==> config.mk <==
export PLATFORM = sky130hd
export DESIGN_NAME = dump_seq_ctrl
export DESIGN_NICKNAME = d
export VERILOG_FILES = /design/src/rtl/dump_seq_ctrl.sv
export SDC_FILE = /design/constraint.sdc
export NUM_CORES = 1
export LEC_CHECK = 0
export CAP_MARGIN = 10
export CORE_ASPECT_RATIO = 0.5
export CORE_UTILIZATION = 59
export CTS_BUF_LIST = sky130_fd_sc_hd__clkbuf_8
export DETAILED_ROUTE_END_ITERATION = 7
export GPL_TIMING_DRIVEN = 0
export MAX_ROUTING_LAYER = met4
export PLACE_DENSITY = 0.89
export REMOVE_ABC_BUFFERS = 1
export SLEW_MARGIN = 40
export SYNTH_ARGS = -nofsm -noshare
export SYNTH_HDL_FRONTEND = slang
export SYNTH_SLANG_ARGS = --single-unit
==> constraint.sdc <==
create_clock -name clk_sys -period 8.2 [get_ports clk_sys]
set_input_delay 0.82 -clock clk_sys [delete_from_list [all_inputs] [get_ports clk_sys]]
set_output_delay 0.82 -clock clk_sys [all_outputs]
set_load 0.01 [all_outputs]
==> src/rtl/dump_seq_ctrl.sv <==
// dump_seq_ctrl
//   Sequences the receiver-coil dump switch around every RF pulse of a CPMG
//   echo train. After being armed by state_start, each pulse_end strobe runs
//   the sequence settle delay -> dead time -> dump-on window -> dead time.
//   The complementary gate drives always break before make.
//
// Ports
//   clk_sys      system clock
//   rst          asynchronous, active-high reset
//   state_start  one-cycle strobe that arms a train (ignored while busy)
//   abort        level; forces the safe state (highest priority)
//   pulse_end    one-cycle strobe at the end of each RF pulse
//   cfg_delay    settle cycles after pulse_end
//   cfg_guard    dead-time cycles (0 behaves as 1)
//   cfg_width    dump-on cycles (0 skips dead times and dump entirely)
//   cfg_pulses   pulses per train
//   dump_on      dump switch on drive
//   dump_off     dump switch off drive
//   busy         train in progress
//   done         one-cycle strobe at train completion
//   pulse_idx    pulses completed in the current train
//   err_overrun  sticky; pulse_end arrived while busy but not waiting
//
// All outputs are registered.

module dump_seq_ctrl #(
   parameter int unsigned CNT_W = 16,
   parameter int unsigned NUM_W = 12
) (
   input  logic             clk_sys,
   input  logic             rst,
   input  logic             state_start,
   input  logic             abort,
   input  logic             pulse_end,
   input  logic [CNT_W-1:0] cfg_delay,
   input  logic [CNT_W-1:0] cfg_guard,
   input  logic [CNT_W-1:0] cfg_width,
   input  logic [NUM_W-1:0] cfg_pulses,
   output logic             dump_on,
   output logic             dump_off,
   output logic             busy,
   output logic             done,
   output logic [NUM_W-1:0] pulse_idx,
   output logic             err_overrun
);

   typedef enum logic [2:0] {
      S_IDLE,
      S_WAIT,
      S_DELAY,
      S_DEAD_A,
      S_DUMP,
      S_DEAD_B
   } state_t;

   state_t           state, next_state;
   logic [CNT_W-1:0] timer, timer_nxt;

   // configuration captured on the accepted start
   logic [CNT_W-1:0] delay_q, guard_q, width_q;
   logic [NUM_W-1:0] pulses_q;

   // next-state side information
   logic             start_ok;
   logic             done_set;
   logic             idx_inc;
   logic             overrun_set;

   logic [CNT_W-1:0] guard_load;
   logic [NUM_W-1:0] idx_plus;
   logic             last_pulse;
   state_t           fin_state;

   // next values of the registered outputs
   logic             dump_on_nxt, dump_off_nxt, busy_nxt, done_nxt, err_nxt;
   logic [NUM_W-1:0] idx_nxt;

   // Timers hold "cycles remaining minus one", so a state lasts load+1 cycles.
   assign guard_load = (guard_q == '0) ? '0 : guard_q - CNT_W'(1);
   assign idx_plus   = pulse_idx + NUM_W'(1);
   assign last_pulse = (idx_plus == pulses_q);
   assign fin_state  = last_pulse ? S_IDLE : S_WAIT;

   // ------------------------------------------------------------------
   // State register, timer and configuration latch
   // ------------------------------------------------------------------
   always_ff @(posedge clk_sys or posedge rst) begin
      if (rst) begin
         state    <= S_IDLE;
         timer    <= '0;
         delay_q  <= '0;
         guard_q  <= '0;
         width_q  <= '0;
         pulses_q <= '0;
      end else begin
         state <= next_state;
         timer <= timer_nxt;
         if (start_ok) begin
            delay_q  <= cfg_delay;
            guard_q  <= cfg_guard;
            width_q  <= cfg_width;
            pulses_q <= cfg_pulses;
         end
      end
   end

   // ------------------------------------------------------------------
   // Next-state logic
   // ------------------------------------------------------------------
   always_comb begin
      next_state  = state;
      timer_nxt   = (timer != '0) ? timer - CNT_W'(1) : '0;
      start_ok    = 1'b0;
      done_set    = 1'b0;
      idx_inc     = 1'b0;
      overrun_set = 1'b0;

      unique case (state)
         S_IDLE: begin
            if (state_start) begin
               start_ok = 1'b1;
               // an empty train completes immediately without going busy
               if (cfg_pulses == '0) done_set = 1'b1;
               else                  next_state = S_WAIT;
            end
         end

         S_WAIT: begin
            if (pulse_end) begin
               if (delay_q != '0) begin
                  next_state = S_DELAY;
                  timer_nxt  = delay_q - CNT_W'(1);
               end else if (width_q != '0) begin
                  next_state = S_DEAD_A;
                  timer_nxt  = guard_load;
               end else begin
                  idx_inc    = 1'b1;
                  done_set   = last_pulse;
                  next_state = fin_state;
               end
            end
         end

         S_DELAY: begin
            if (timer == '0) begin
               if (width_q != '0) begin
                  next_state = S_DEAD_A;
                  timer_nxt  = guard_load;
               end else begin
                  // zero width: no dead times, no dump, pulse still counted
                  idx_inc    = 1'b1;
                  done_set   = last_pulse;
                  next_state = fin_state;
               end
            end
         end

         S_DEAD_A: begin
            if (timer == '0) begin
               next_state = S_DUMP;
               timer_nxt  = width_q - CNT_W'(1);
            end
         end

         S_DUMP: begin
            if (timer == '0) begin
               next_state = S_DEAD_B;
               timer_nxt  = guard_load;
            end
         end

         S_DEAD_B: begin
            if (timer == '0) begin
               idx_inc    = 1'b1;
               done_set   = last_pulse;
               next_state = fin_state;
            end
         end

         default: next_state = S_IDLE;
      endcase

      if (pulse_end && state != S_IDLE && state != S_WAIT)
         overrun_set = 1'b1;

      if (abort) begin
         next_state = S_IDLE;
         timer_nxt  = '0;
         start_ok   = 1'b0;
         done_set   = 1'b0;
         idx_inc    = 1'b0;
      end
   end

   // ------------------------------------------------------------------
   // Output logic (next values of the output registers)
   // ------------------------------------------------------------------
   always_comb begin
      // Each gate may only rise while the opposite gate is already low.
      // Normal sequencing always passes a dead-time state; this interlock
      // is what keeps the both-low cycle when abort leaves DUMP directly.
      dump_on_nxt  = (next_state == S_DUMP) && !dump_off;
      dump_off_nxt = (next_state == S_IDLE || next_state == S_WAIT ||
                      next_state == S_DELAY) && !dump_on;
      busy_nxt     = (next_state != S_IDLE);
      done_nxt     = done_set;

      idx_nxt = pulse_idx;
      if (start_ok)     idx_nxt = '0;
      else if (idx_inc) idx_nxt = idx_plus;

      err_nxt = err_overrun;
      if (start_ok)         err_nxt = 1'b0;
      else if (overrun_set) err_nxt = 1'b1;
   end

   always_ff @(posedge clk_sys or posedge rst) begin
      if (rst) begin
         dump_on     <= 1'b0;
         dump_off    <= 1'b1;
         busy        <= 1'b0;
         done        <= 1'b0;
         pulse_idx   <= '0;
         err_overrun <= 1'b0;
      end else begin
         dump_on     <= dump_on_nxt;
         dump_off    <= dump_off_nxt;
         busy        <= busy_nxt;
         done        <= done_nxt;
         pulse_idx   <= idx_nxt;
         err_overrun <= err_nxt;
      end
   end

endmodule

==> flow_summary.yaml, run 1 <==
worst_setup_path:
  critPathMaxFanout: 9
  crit_top_cell: "buf_4"
  cpMaxStageDelayCell: "o21ai_1"
  cp_data_required_time_ns: 8.47
  startpoint_type: "flip-flop"
  path_buf_inv: 3
  cp_top_family: "simple AND/OR/NAND/NOR gates"
  worst-setup-path-type: "flip-flop to flip-flop"
  path_cells: "inv_1 -> ha_1 -> or4b_4 -> nor4_4 -> buf_4 -> buf_4 -> a21oi_1 -> o21ai_1 -> o221ai_1 -> nand3_1 -> nand2_1"
  crit_arrival_ns: 3.90
  slowest_delay_ns: 0.72
  endpoint_kind: "flip-flop"
grt:
  grt_pass1_vias: 5862
  grt_antenna_before_repair: 0
  grt_first_pass_wirelength_um: 31220
  grtUsageTotal: 0.3787
  grt_max_degree: 58
  grt-ovfl-total: 0
yosys:
  synth-seq-cells: 96
  synth-simple-area-share: 0.3095
  synth_xor_area_frac: 0.09211
  synth_top_family_by_area: "simple AND/OR/NAND/NOR gates"
  syn_inst: 805
  syn_area_per_cell_um2: 7.914
  synthesis.area_mm2: 0.006371
  yosysTopAreaCellShare: 0.3731
  synthFlopType: "dfrtp_1"
  seq_area_frac_synth: 0.3773
  synth_edf_count: 0
  synth_top_area_cell: "dfrtp_1"
  synth_compound_gate_area_share: 0.1591
  synth.area.top_cells: "dfrtp_1 (37%), nand2_1 (13%), xnor2_1 (6.0%)"
  synthArstFlopShare: 1.000
  synthAdderAreaFrac: 0.01178
  ys_types: 72
  synthMuxAreaShare: 0.01100
  yosysWarnings: 0
sta:
  max_freq_mhz: 275.5
  rsz0062_at_grt: "no"
  tightest_slew_ns: 0.8878
  setup_violations: 0
  holdWs_ns: 0.4038
  totalNegativeSetupSlack_ns: 0
  maxSlewHeadroom: 0.4042
  slew_viol_final: 0
  fin_crit_sh: 0.4427
  fin_worst_skew_ns: 0.01376
  min_period_ns: 3.630
  hold_viol: 0
cts:
  clkTransAtPathRegs_ns: 0.11
  cts_resized: 0
  htree_levels: 3
  post_cts_buffers: 0
  clk_latency_ns: 0.39
  root_buffer: "clkbuf_8"
  cts_tree: "built"
  cts_made_buffers: 9
  ctsHoldBuffers: 0
  cts_num_sinks: 96
  clockBufferDepth: 2
place:
  dp_cells: 986
  dp_hpwl_um: 14420
  port_buffers: 81
  place_congestion: 0.9670
cells_and_area:
  final_cell_mix: "nand2_1 (222), dfrtp_1 (95), clkdlybuf4s50_1 (80)"
  drive_gt1_frac: 0.04756
  n_antenna_cell: 0
  layout_commonest_cell: "nand2_1"
  final_nets: 928
  syn_to_final_growth_pct: 18.05
  num-fill-cells: 779
  layout.cells.non_filler: 1002
  fin_util: 0.7270
drt:
  antenna_left: 0
  drc: 0
  dr_total_vias: 6431
  wl_per_cell_um: 19.89
  drtIter0Drc: 668
  vias_per_cell: 6.418
  first_pass_iters: 5
  drt_wl_total_um: 19930
power_and_ir_drop:
  combPwrFrac: 0.444
  internal_power_uw: 1166
  swShare: 0.4350
  pwr-share-seq: 0.365
  p_sw_uw: 897.7
  clkPwrFrac: 0.191
  peakVddDrop_v: 0.0001425
  p_per_area_mw_per_mm2: 274.4
  cellLeakagePower_uw: 0.003153
floorplan:
  chipHeight_um: 75.48
  core_mm2: 0.01034
  rows: 26
  fp.dieW_um: 149.0
  die_area_mm2: 0.01124
  initial_core_util: 0.6159
  io-pin-count: 82
status:
  status: "finished clean"
worst_hold_path:
  hp-class: "flip-flop to flip-flop"
flow_run:
  drv_cap: 0
## kinds of logic after synthesis
kind of cell	Yosys count
DFF	96
AOI/OAI and AO/OA	150
and+or+nand+nor	418
xor gates and xnor gates	67
muxes	7
buffers and inverters	61
adders and majority gates	6
## layout make-up
cell class                 count  area (um2)  share of cell area
multi-input combinational    648        3752              0.4989
sequential                    96        2404              0.3196
timing repair buffer          86       878.3              0.1168
tap                          140       175.2             0.02329
clock buffer                   9       123.9             0.01647
clock inverter                 7       120.1             0.01597
inverter                      16       67.56            0.008984
## power groups by stage
| stage | clock (uW) | combinational [uW] | sequential, uW |
|---|---|---|---|
| 2_1_floorplan | 0 | 635 | 712 |
| 3_3_place_gp | 0 | 851 | 746 |
| 3_5_place_dp | 0 | 881 | 753 |
| 4_1_cts | 391 | 890 | 746 |
| 5_1_grt | 414 | 999 | 770 |
| 6_report | 395 | 916 | 753 |
## path summary, 6_finish.rpt
| kind | endpoint | cells past startpoint | startpoint | slack (ns) |
|---|---|---|---|---|
| min | dump_off$_DFF_PP1_ | 1 | dump_on$_DFF_PP0_ | 0.40 |
| max | timer[3]$_DFF_PP0_ | 11 | timer[0]$_DFF_PP0_ | 4.57 |
| min in group asynchronous | pulses_q[9]$_DFFE_PP0P_ | 2 | rst | 0.81 |
| max in group asynchronous | timer[3]$_DFF_PP0_ | 3 | rst | 6.80 |
| max reg2reg | timer[3]$_DFF_PP0_ | 11 | timer[0]$_DFF_PP0_ | 4.57 |
| min reg2reg | dump_off$_DFF_PP1_ | 1 | dump_on$_DFF_PP0_ | 0.40 |
## through the flow
| step | worst slack, ns | total power (uW) | cell area, um2 |
|---|---|---|---|
| 2_1_floorplan | 4.600 | 1347 | 6181 |
| 3_3_place_gp | 2.704 | 1597 | 7167 |
| 3_5_place_dp | 4.607 | 1634 | 7259 |
| 4_1_cts | 4.494 | 2027 | 7503 |
| 5_1_grt | 4.465 | 2183 | 7521 |
| 6_report | 4.570 | 2064 | 7521 |
## cell usage after synthesis, drive strengths merged, types with 10 or more instances
| master | count |
|---|---|
| nand2 | 222 |
| dfrtp | 95 |
| nor2 | 46 |
| xnor2 | 44 |
| o21ai | 39 |
| clkbuf | 37 |
| a21oi | 31 |
| nor3 | 29 |
| nor4 | 28 |
| xor2 | 23 |
| nand3 | 22 |
| inv | 15 |
| or4 | 11 |
| o211ai | 10 |
## registers in the layout (all words and copies together), names as in the netlist
name,flops
state,3
busy,1
delay_q,16
err_overrun,1
timer,16
done,1
dump_on,1
pulse_idx,12
dump_off,1
guard_q,16
width_q,16
pulses_q,12
## routing by layer
metal	vias to the layer above	GRT usage	share of wire
li1	2944	-	-
met1	3113	0.4882	0.44
met2	328	0.5907	0.45
met3	46	0.1090	0.094
met4	0	0.09751	0.019
met5	-	-	0
## worst register-to-register path: cells and delay by family, from the launching register on
kind	cells	cell delay (ns)
AND/OR/NAND/NOR	4	1.24
buffers and inverters	3	0.53
flip-flops	1	0.43
adder cells (fa/ha/maj)	1	0.20
AO/OA/AOI/OAI	3	1.11
No activity file was read; power rests on OpenSTA's default activity.
==> run 2, diff against run 1 <==
CORE_UTILIZATION = 58   (was 59)
PLACE_DENSITY = 0.88   (was 0.89)
clock period = 3.73 ns   (was 8.2 ns; I/O delays follow)
==> run 2 against run 1 <==
  * Routed wire length is 1.3% lower
  * Hold slack worse by 0.049 ns
  * Final cell count is essentially flat
  * Clock power grew 79%
  * Via count down 1.6%
  * Critical endpoint is now timer[5]$_DFF_PP0_
  * Largest cell class unchanged
==> flow_summary.yaml, run 2 (synthesized netlist as in run 1, its figures left out) <==
status:
  status: "finished clean"
cells_and_area:
  final_nets: 927
  syn_to_final_growth_pct: 17.18
  drive_gt1_frac: 0.04762
  final_cell_mix: "nand2_1 (222), dfrtp_1 (95), clkdlybuf4s50_1 (80)"
  area.sequential_mm2: 0.002404
  final_area_mm2: 0.007466
  layout.cells.non_filler: 1001
  layout_commonest_cell: "nand2_1"
  n_antenna_cell: 0
  num-fill-cells: 838
  multi_input_area_mm2: 0.003751
  fin_util: 0.7150
drt:
  drt_wl_total_um: 19660
  vias_per_cell: 6.319
  wl_per_cell_um: 19.64
  drtIter0Drc: 574
  drc: 0
  first_pass_iters: 6
  dr_total_vias: 6325
  antenna_left: 0
grt:
  grt-ovfl-total: 0
  grt_antenna_before_repair: 0
  grt_max_degree: 58
  grt_first_pass_wirelength_um: 31350
  grtUsageTotal: 0.3700
  grt_pass1_vias: 5995
floorplan:
  die_area_mm2: 0.01143
  fp.dieW_um: 150.2
  io-pin-count: 82
  initial_core_util: 0.6101
  core_mm2: 0.01044
  chipHeight_um: 76.11
  rows: 26
sta:
  slew_viol_final: 0
  rsz0062_at_grt: "no"
  setup_violations: 0
  tightest_slew_ns: 0.8306
  maxSlewHeadroom: 0.4451
  hold_viol: 0
  max_freq_mhz: 294.6
  fin_crit_sh: 0.9101
  fin_worst_skew_ns: 0.01689
  min_period_ns: 3.395
worst_setup_path:
  crit_arrival_ns: 3.66
  critPathMaxFanout: 10
  endpoint_kind: "flip-flop"
  worst-setup-path-type: "flip-flop to flip-flop"
  startpoint_type: "flip-flop"
  path_cells: "inv_1 -> ha_1 -> or4b_4 -> nor4_4 -> buf_4 -> a21oi_1 -> o21ai_2 -> o221ai_1 -> nand3_1 -> nand2_1"
  slowest_delay_ns: 0.63
  cp_data_required_time_ns: 4.00
  cpMaxStageDelayCell: "nor4_4"
place:
  place_area_mm2: 0.007252
  dp_cells: 985
  dp_hpwl_um: 14430
  port_buffers: 81
  place_congestion: 0.9583
power_and_ir_drop:
  p_per_area_mw_per_mm2: 584.9
  internal_power_uw: 2372
  swShare: 0.4569
  p_total_uw: 4367
  cellLeakagePower_uw: 0.003120
  combPwrFrac: 0.457
  clkPwrFrac: 0.162
  p_sw_uw: 1995
  peakVddDrop_v: 0.0003110
  pwr-share-seq: 0.381
cts:
  post_cts_buffers: 0
  root_buffer: "clkbuf_8"
  cts_resized: 0
  cts_num_sinks: 96
  cts_tree: "built"
  ctsHoldBuffers: 0
  clockBufferDepth: 2
  clkTransAtPathRegs_ns: 0.12
  cts_made_buffers: 9
  htree_levels: 3
  clk_latency_ns: 0.40
flow_run:
  drv_cap: 0
worst_hold_path:
  hp-class: "primary input to asynchronous set/reset pin"
[run 2: cell type report]
type / count / share of cell area
timing repair buffer: 85 / 0.1166
inverter: 16 / 0.009050
clock inverter: 7 / 0.009888
tap: 140 / 0.02346
clock buffer: 9 / 0.01659
sequential: 96 / 0.3219
multi-input combinational: 648 / 0.5024
[run 2: path summary, 6_finish.rpt]
kind,startpoint,end,slack (ns),cells past startpoint
min,rst,pulses_q[9]$_DFFE_PP0P_,0.35,2
min in group clk_sys,dump_on$_DFF_PP0_,dump_off$_DFF_PP1_,0.43,1
min reg2reg,dump_on$_DFF_PP0_,dump_off$_DFF_PP1_,0.43,1
max in group asynchronous,rst,delay_q[6]$_DFFE_PP0P_,2.79,3
max reg2reg,timer[0]$_DFF_PP0_,timer[5]$_DFF_PP0_,0.34,10
max,timer[0]$_DFF_PP0_,timer[5]$_DFF_PP0_,0.34,10
[run 2: metrics by stage]
step                TNS, ns  setup slack, ns  hold WS (ns)
detailed placement        0           0.1100        0.4111
floorplan                 0           0.2813        0.4361
global route              0           0.1755        0.3885
CTS                       0           0.1010        0.3740
finish                    0           0.3352        0.3545
global placement    -133.17           -1.512        0.3885
[run 2: worst max-delay path: cells and delay by family (launching register included)]
kind | cells | cell delay [ns]
DFF | 1 | 0.43
AOI/OAI and AO/OA | 3 | 0.83
buffers and inverters | 2 | 0.40
and+or+nand+nor | 4 | 1.38
adders and majority gates | 1 | 0.22
[run 2: routing by layer]
metal | GRT usage | up-vias | wire [um]
li1 | - | 2934 | -
met1 | 0.4760 | 3074 | 8506
met2 | 0.5699 | 278 | 8818
met3 | 0.1120 | 39 | 1972
met4 | 0.09192 | 0 | 362
met5 | - | - | 0
[run 2: power groups by stage]
stage	sequential, uW	clock (uW)	combinational (uW)
2_1_floorplan	1570	0	1400
3_3_place_gp	1640	0	1880
3_5_place_dp	1660	0	1930
4_1_cts	1640	713	1940
5_1_grt	1690	758	2190
6_report	1660	707	2000
